==> src/rtl/sram_synaptic_arbiter.sv <==
// Single-port arbiter for the synaptic weight SRAM: host R/W, inference reads, learning RMW.
// Define SYN_ARB_RR_EN for round-robin between inference and learning reads (default: inference first).
module sram_synaptic_arbiter #(
    parameter int ADDR_WIDTH = 8,
    parameter int DATA_WIDTH = 32
) (
    input  logic                  CK,
    input  logic                  RST_N,
    input  logic                  CFG_REQ,
    input  logic                  CFG_WE,
    input  logic [ADDR_WIDTH-1:0] CFG_ADDR,
    input  logic [DATA_WIDTH-1:0] CFG_WDATA,
    output logic                  CFG_GNT,
    output logic                  CFG_RVALID,
    input  logic                  INF_REQ,
    input  logic [ADDR_WIDTH-1:0] INF_ADDR,
    output logic                  INF_GNT,
    output logic                  INF_RVALID,
    input  logic                  LRN_REQ,
    input  logic [ADDR_WIDTH-1:0] LRN_ADDR,
    output logic                  LRN_GNT,
    output logic                  LRN_RVALID,
    input  logic                  LRN_WVALID,
    input  logic [DATA_WIDTH-1:0] LRN_WDATA,
    output logic                  LRN_WDONE,
    output logic [DATA_WIDTH-1:0] RDATA,
    output logic                  SRAM_CS,
    output logic                  SRAM_WE,
    output logic [ADDR_WIDTH-1:0] SRAM_A,
    output logic [DATA_WIDTH-1:0] SRAM_D,
    input  logic [DATA_WIDTH-1:0] SRAM_Q,
    output logic                  BUSY
);

    typedef enum logic [1:0] {IDLE, RD, MOD, WB_PEND} state_t;

    state_t                state_q, state_d;
    logic [ADDR_WIDTH-1:0] lock_addr_q, lock_addr_d;
    logic [DATA_WIDTH-1:0] wdata_q, wdata_d;
    logic                  cfg_rvalid_q, inf_rvalid_q;

    logic busy, cfg_stall, cfg_gnt, wb_ready, wdone, rd_free, lrn_elig;
    logic inf_gnt, lrn_gnt;

    assign busy      = (state_q != IDLE);
    // Only host writes to the word under modification must wait; reads may see the old value.
    assign cfg_stall = busy && CFG_WE && (CFG_ADDR == lock_addr_q);
    assign cfg_gnt   = CFG_REQ && !cfg_stall;
    assign wb_ready  = (state_q == WB_PEND) || ((state_q == MOD) && LRN_WVALID);
    assign wdone     = wb_ready && !cfg_gnt;
    assign rd_free   = !cfg_gnt && !wdone;
    assign lrn_elig  = LRN_REQ && !busy;

`ifdef SYN_ARB_RR_EN
    logic rr_q, rr_d;  // 1: learning has the next turn

    always_comb begin
        inf_gnt = rd_free && INF_REQ && !(lrn_elig && rr_q);
        lrn_gnt = rd_free && lrn_elig && (!INF_REQ || rr_q);
        rr_d    = rr_q;
        if (lrn_gnt)
            rr_d = 1'b0;
        else if (inf_gnt && !busy)
            rr_d = 1'b1;
    end

    always_ff @(posedge CK or negedge RST_N) begin
        if (!RST_N) rr_q <= 1'b0;
        else        rr_q <= rr_d;
    end
`else
    assign inf_gnt = rd_free && INF_REQ;
    assign lrn_gnt = rd_free && lrn_elig && !INF_REQ;
`endif

    always_comb begin
        SRAM_CS = cfg_gnt || inf_gnt || lrn_gnt || wdone;
        SRAM_WE = 1'b0;
        SRAM_A  = '0;
        SRAM_D  = '0;
        if (cfg_gnt) begin
            SRAM_WE = CFG_WE;
            SRAM_A  = CFG_ADDR;
            SRAM_D  = CFG_WE ? CFG_WDATA : '0;
        end else if (wdone) begin
            SRAM_WE = 1'b1;
            SRAM_A  = lock_addr_q;
            SRAM_D  = (state_q == MOD) ? LRN_WDATA : wdata_q;
        end else if (inf_gnt) begin
            SRAM_A  = INF_ADDR;
        end else if (lrn_gnt) begin
            SRAM_A  = LRN_ADDR;
        end
    end

    always_comb begin
        state_d     = state_q;
        lock_addr_d = lock_addr_q;
        wdata_d     = wdata_q;
        case (state_q)
            IDLE: if (lrn_gnt) begin
                state_d     = RD;
                lock_addr_d = LRN_ADDR;
            end
            RD:   state_d = MOD;
            MOD:  if (LRN_WVALID) begin
                wdata_d = LRN_WDATA;
                state_d = wdone ? IDLE : WB_PEND;
            end
            WB_PEND: if (wdone) state_d = IDLE;
            default: state_d = IDLE;
        endcase
    end

    always_ff @(posedge CK or negedge RST_N) begin
        if (!RST_N) begin
            state_q      <= IDLE;
            lock_addr_q  <= '0;
            wdata_q      <= '0;
            cfg_rvalid_q <= 1'b0;
            inf_rvalid_q <= 1'b0;
        end else begin
            state_q      <= state_d;
            lock_addr_q  <= lock_addr_d;
            wdata_q      <= wdata_d;
            cfg_rvalid_q <= cfg_gnt && !CFG_WE;
            inf_rvalid_q <= inf_gnt;
        end
    end

    assign CFG_GNT    = cfg_gnt;
    assign INF_GNT    = inf_gnt;
    assign LRN_GNT    = lrn_gnt;
    assign LRN_WDONE  = wdone;
    assign CFG_RVALID = cfg_rvalid_q;
    assign INF_RVALID = inf_rvalid_q;
    assign LRN_RVALID = (state_q == RD);
    assign RDATA      = SRAM_Q;
    assign BUSY       = busy;

endmodule
==> config.mk <==
export PLATFORM = sky130hd
export DESIGN_NAME = sram_synaptic_arbiter
export DESIGN_NICKNAME = d
export VERILOG_FILES = /design/src/rtl/sram_synaptic_arbiter.sv
export SDC_FILE = /design/constraint.sdc
export NUM_CORES = 1
export LEC_CHECK = 0
export CAP_MARGIN = 5
export CORE_ASPECT_RATIO = 1.25
export CORE_MARGIN = 2
export CORE_UTILIZATION = 28
export CTS_CLUSTER_DIAMETER = 40
export CTS_CLUSTER_SIZE = 14
export DETAILED_ROUTE_END_ITERATION = 16
export PLACE_DENSITY = 0.76
export SKIP_LAST_GASP = 1
export SLEW_MARGIN = 5
export SYNTH_ARGS = -nofsm -noshare
export SYNTH_HDL_FRONTEND = slang
export SYNTH_SLANG_ARGS = --single-unit
==> constraint.sdc <==
create_clock -name CK -period 5.7 [get_ports CK]
set_input_delay 1.14 -clock CK [delete_from_list [all_inputs] [get_ports CK]]
set_output_delay 1.14 -clock CK [all_outputs]
set_load 0.01 [all_outputs]
Yosys cells after proc, flatten, opt, wreduce, memory -nomap -nowiden

Cells that the tools add are included.
Widths: inputs -> output; s select.

Register bits after elaboration: 44
Input port bits: 127
Output and inout port bits: 82
Logic and storage cells: 53

Equal/unequal tests: 7
Multiplexer cells: 15
Reduce and logical (&&, ||, !) cells: 26

Operator list:

| operator           | count |
|---|---|
| $mux 32            | 4 |
| $mux 8             | 4 |
| $logic_and 1x1->1  | 11 |
| $eq 8x8->1         | 1 |
| $mux 2             | 4 |
| $pmux 2 s4         | 1 |
| $logic_not 1->1    | 6 |
| $ne 2x2->1 const B | 3 |
| $eq 2x2->1 const B | 2 |
| $logic_or 1x1->1   | 4 |
| $reduce_and 2->1   | 2 |
| $reduce_and 3->1   | 1 |
| $eq 2x1->1 const B | 1 |
| $logic_not 2->1    | 1 |
| $mux 1             | 2 |
| $reduce_bool 2->1  | 1 |

Longest topological paths before layout

Depth in word-level cells: 15
Depth in mapped cells: 7
Gate-level depth less buffers: 4

Worst setup path after synthesis

Ideal clock, no wire load.

Path kind: in2out
Start: in CFG_ADDR[0]
End: out SRAM_A[7]
Arrival time: 2627 ps
Required time: 4560 ps
Setup slack: 1933 ps
Cell stages on the path: 6
Path buffers: 2
Cell sequence: xor2_1 -> or4_4 -> o31ai_2 -> buf_4 -> buf_6 -> mux2i_1

Word-level cells in the longest chain between the ends: 14
Elaborated cells on any way between the ends: 15
Those cells by class: eq/ne: 1; mux: 4; reduce/logical: 10

Ends and longest elaborated chain:

| item                           | RTL line | RTL |
|---|---|---|
| start: declaration             | 11       | `input logic [ADDR_WIDTH-1:0] CFG_ADDR,` |
| $eq 8x8->1 (*)                 | 47       | `assign cfg_stall = busy && CFG_WE && (CFG_ADDR == lock_addr_q);` |
| $logic_and 1x1->1 (*)          | 47       |  |
| $logic_not 1->1 (*)            | 48       | `assign cfg_gnt = CFG_REQ && !cfg_stall;` |
| $logic_and 1x1->1 (*)          | 48       |  |
| $logic_not 1->1                | 50, 51   |  |
| $logic_and 1x1->1              | 50       | `assign wdone = wb_ready && !cfg_gnt;` |
| $logic_not 1->1                | 51       | `assign rd_free = !cfg_gnt && !wdone;` |
| $logic_and 1x1->1              | 51       |  |
| $logic_and 1x1->1 (2 in a row) | 73       | `assign lrn_gnt = rd_free && lrn_elig && !INF_REQ;` |
| $mux 8                         | 91       | `end else if (lrn_gnt) begin` |
| $mux 8                         | 89       | `end else if (inf_gnt) begin` |
| $mux 8                         | 85       | `end else if (wdone) begin` |
| $mux 8 (*)                     | 81       | `if (cfg_gnt) begin` |
| end: declaration               | 29       | `output logic [ADDR_WIDTH-1:0] SRAM_A,` |

Mark *: on every way between the ends. The rest lies on a longest branch, timed or not.

Final worst setup path

Start: in CFG_ADDR[5]
End: out SRAM_A[5]

Word-level cells in the longest chain between the ends: 14
Elaborated cells on any way between the ends: 15
Those cells by class: eq/ne: 1; mux: 4; reduce/logical: 10

Ends and longest elaborated chain:

| item                           | RTL line |
|---|---|
| $eq 8x8->1                     | 47 |
| $logic_and 1x1->1              | 47 |
| $logic_not 1->1                | 48 |
| $logic_and 1x1->1              | 48 |
| $logic_not 1->1                | 50, 51 |
| $logic_and 1x1->1              | 50 |
| $logic_not 1->1                | 51 |
| $logic_and 1x1->1              | 51 |
| $logic_and 1x1->1 (2 in a row) | 73 |
| $mux 8                         | 91 |
| $mux 8                         | 89 |
| $mux 8                         | 85 |
| $mux 8 (*)                     | 81 |

Marks and branches as above.

==> summary.txt <==
Outcome: completed
Period Utilization, post-route: 86.2%
Largest net degree at the start of global routing: 45
RSZ-0062 raised after global routing: false
Clk_lat worst skew: 0.28 ns
Initial Utilization: 28.5%
Worst-path fanout max: 43
Synth Instances: 299
Final Skew: 0.00446 ns
CTS Buf Count: 5
Port buffer count: 144
Hold Crit Class: flip-flop to flip-flop
Tmin final: 4.91 ns
Fmax: 0.204 GHz
DRT Pass-1 Iters: 4
Seq cells post-synth: 44
Layout area overhead: 46.8%
Wire per inst: 17.1 um
Max Cap Viol: 0
H-Tree Depth: 2
Crit path max-delay cell type: or4_4
Bufs and invs on worst path: 3
DR vias/cell: 4.97
Full die area: 12100 um2
Mapped Nets: 426
Final net count: 527
Measured slew at the worst slew-check pin: 1.09 ns
Critical path, cell by cell: clkdlybuf4s50_1 -> xor2_1 -> or4_4 -> o31ai_4 -> buf_12 -> mux2_2 -> clkdlybuf4s50_1
Hold Buf Count CTS: 0
Synth area leaders: dfrtp_1 35%, mux2_2 16%, mux2i_1 11%
Synth top area share: 35.1%
Most numerous cell in the Yosys netlist: mux2_2
Initial antenna violation count: 0
DRC Markers: 0
Power Dens Cells: 392 nW/um2
Largest stage delay, worst path: 0.56 ns
Floorplan row count: 43
Post-DP HPWL: 6730 um
Global route overflow: 0
Clk buf depth: 2
CP required: 4.56 ns
Total Power: 1.81 mW
Leakage: 1.98 nW
PostCTS Resize Cnt: 0
Slew HR: 27.6%
Most frequent cells after synthesis: 46 x mux2_2, 44 x dfrtp_1, 36 x nor2_1, 33 x buf_4, 33 x mux2i_1
Cell area after synthesis: 3140 um2
Sequential area share after synthesis: 35.1%
CTS tree: built
DR vias: 2663
Worst-path clk slew: 0.06 ns
Detailed Route Iter0 Violations: 67
WP data arrival: 3.77 ns
Post-Syn Area per Cell: 10.5 um2
Worst IR Drop VDD: 189 uV
Routed wire length: 9180 um
CP top delay family: buffers and inverters
Syn. warnings: 0
Die width: 98.7 um
Die height: 122 um
Crit path launch type: input port
Clk Tree Root Cell: clkbuf_16
Clk sink count: 44
Post-synth EDFFs: 0
Post-CTS Setup Bufs: 0
Ys flop type: dfrtp_1
Most frequent CP cell: clkdlybuf4s50_1
Post-route ant nets: 0
RePlAce Congestion: 0.790
WS Path Type: input port to output port
First-pass GRT wire length: 14500 um
Overall Global Routing Usage: 15.0%
Post-synth ARST share: 100%
Max Slew Vio Count: 0
Antenna cells: 0
Fillers: 1074
Largest area contributor in the netlist: dfrtp_1
Setup TNS: 0 ns
Vias in the first global route: 2833
Crit. End Element: output port
Final setup fails: 0
Distinct cells, synth: 33
# IOs: 209
Final hold vios: 0
Fraction of layout cells with a size suffix above 1: 16.5%
Core Area: 11000 um2
-- metrics by stage --
stage	setup WS [ns]	util, %	cell area [um2]	hold slack [ns]	std cells
final	0.788	41.8	4610	0.506	536
after global routing	0.695	41.8	4610	0.522	536
after CTS	0.769	41.8	4610	0.508	536
after detailed placement	0.771	40.2	4430	0.493	528
after global placement	0.832	40.2	4430	0.487	528
after floorplan	1.93	-	3140	0.479	299
-- worst paths after layout --
kind	startpoint	endpoint	slack, ns	cells past startpoint
worst max-delay path	CFG_ADDR[5]	SRAM_A[5]	0.79	7
worst min-delay path	wdata_q[3]	wdata_q[3]	0.51	1
worst max register to register	lock_addr_q[0]	INF_RVALID	3.63	5
worst min register to register	wdata_q[3]	wdata_q[3]	0.51	1
max in group asynchronous	RST_N	lock_addr_q[3]	4.03	1
min in group asynchronous	RST_N	wdata_q[30]	1.03	1
-- routing by layer --
layer  vias up  global-route usage [%]  part of all wire [%]
li1       1241                       -                     -
met1      1268                    17.0                    40
met2       116                    26.4                    49
met3        38                    3.53                   7.1
met4         0                    7.28                   3.7
met5         -                       0                     0
-- layout make-up --
type	count	area, um2	share of cell area, %
flip-flops and latches	44	1100	23.9
inverters	4	15.0	0.326
repair buffers	149	1490	32.2
clock buffers	6	139	3.01
clock inverters	2	38.8	0.841
multi-input cells	196	1660	36.0
well taps	135	169	3.66
-- state kept, by name (all words and copies together), names as in the netlist --
name,count
wdata_q,32
state_q,2
INF_RVALID,1
CFG_RVALID,1
lock_addr_q,8
-- power breakdown --
group	total [mW]	switching [mW]	leakage, nW	internal (mW)
registers	0.562	0.0972	0.524	0.465
logic	0.902	0.387	1.37	0.515
clock network	0.345	0.125	0.0871	0.220
total	1.81	0.609	1.98	1.20
-- placed cells by master (no fill, tap or decap), types with 2 or more instances in the layout --
master	n
mux2_2	46
nand2_1	3
a21oi_1	3
o21ai_1	2
xor2_1	3
clkbuf_16	5
nor2b_1	3
mux2i_1	33
clkdlybuf4s50_1	143
xnor2_1	5
nor2_1	36
a22o_1	32
nand3_1	2
buf_4	4
inv_1	4
dfrtp_1	44
and2_1	2
a221o_1	6
and3_1	7
-- kinds of logic after synthesis --
logic type	share of synthesized area [%]
flops	35.1
compound gates	13.7
buf+inv	12.7
xor+xnor	2.23
simple gates	8.92
mux	27.4
No activity file was read; power rests on OpenSTA's default activity.
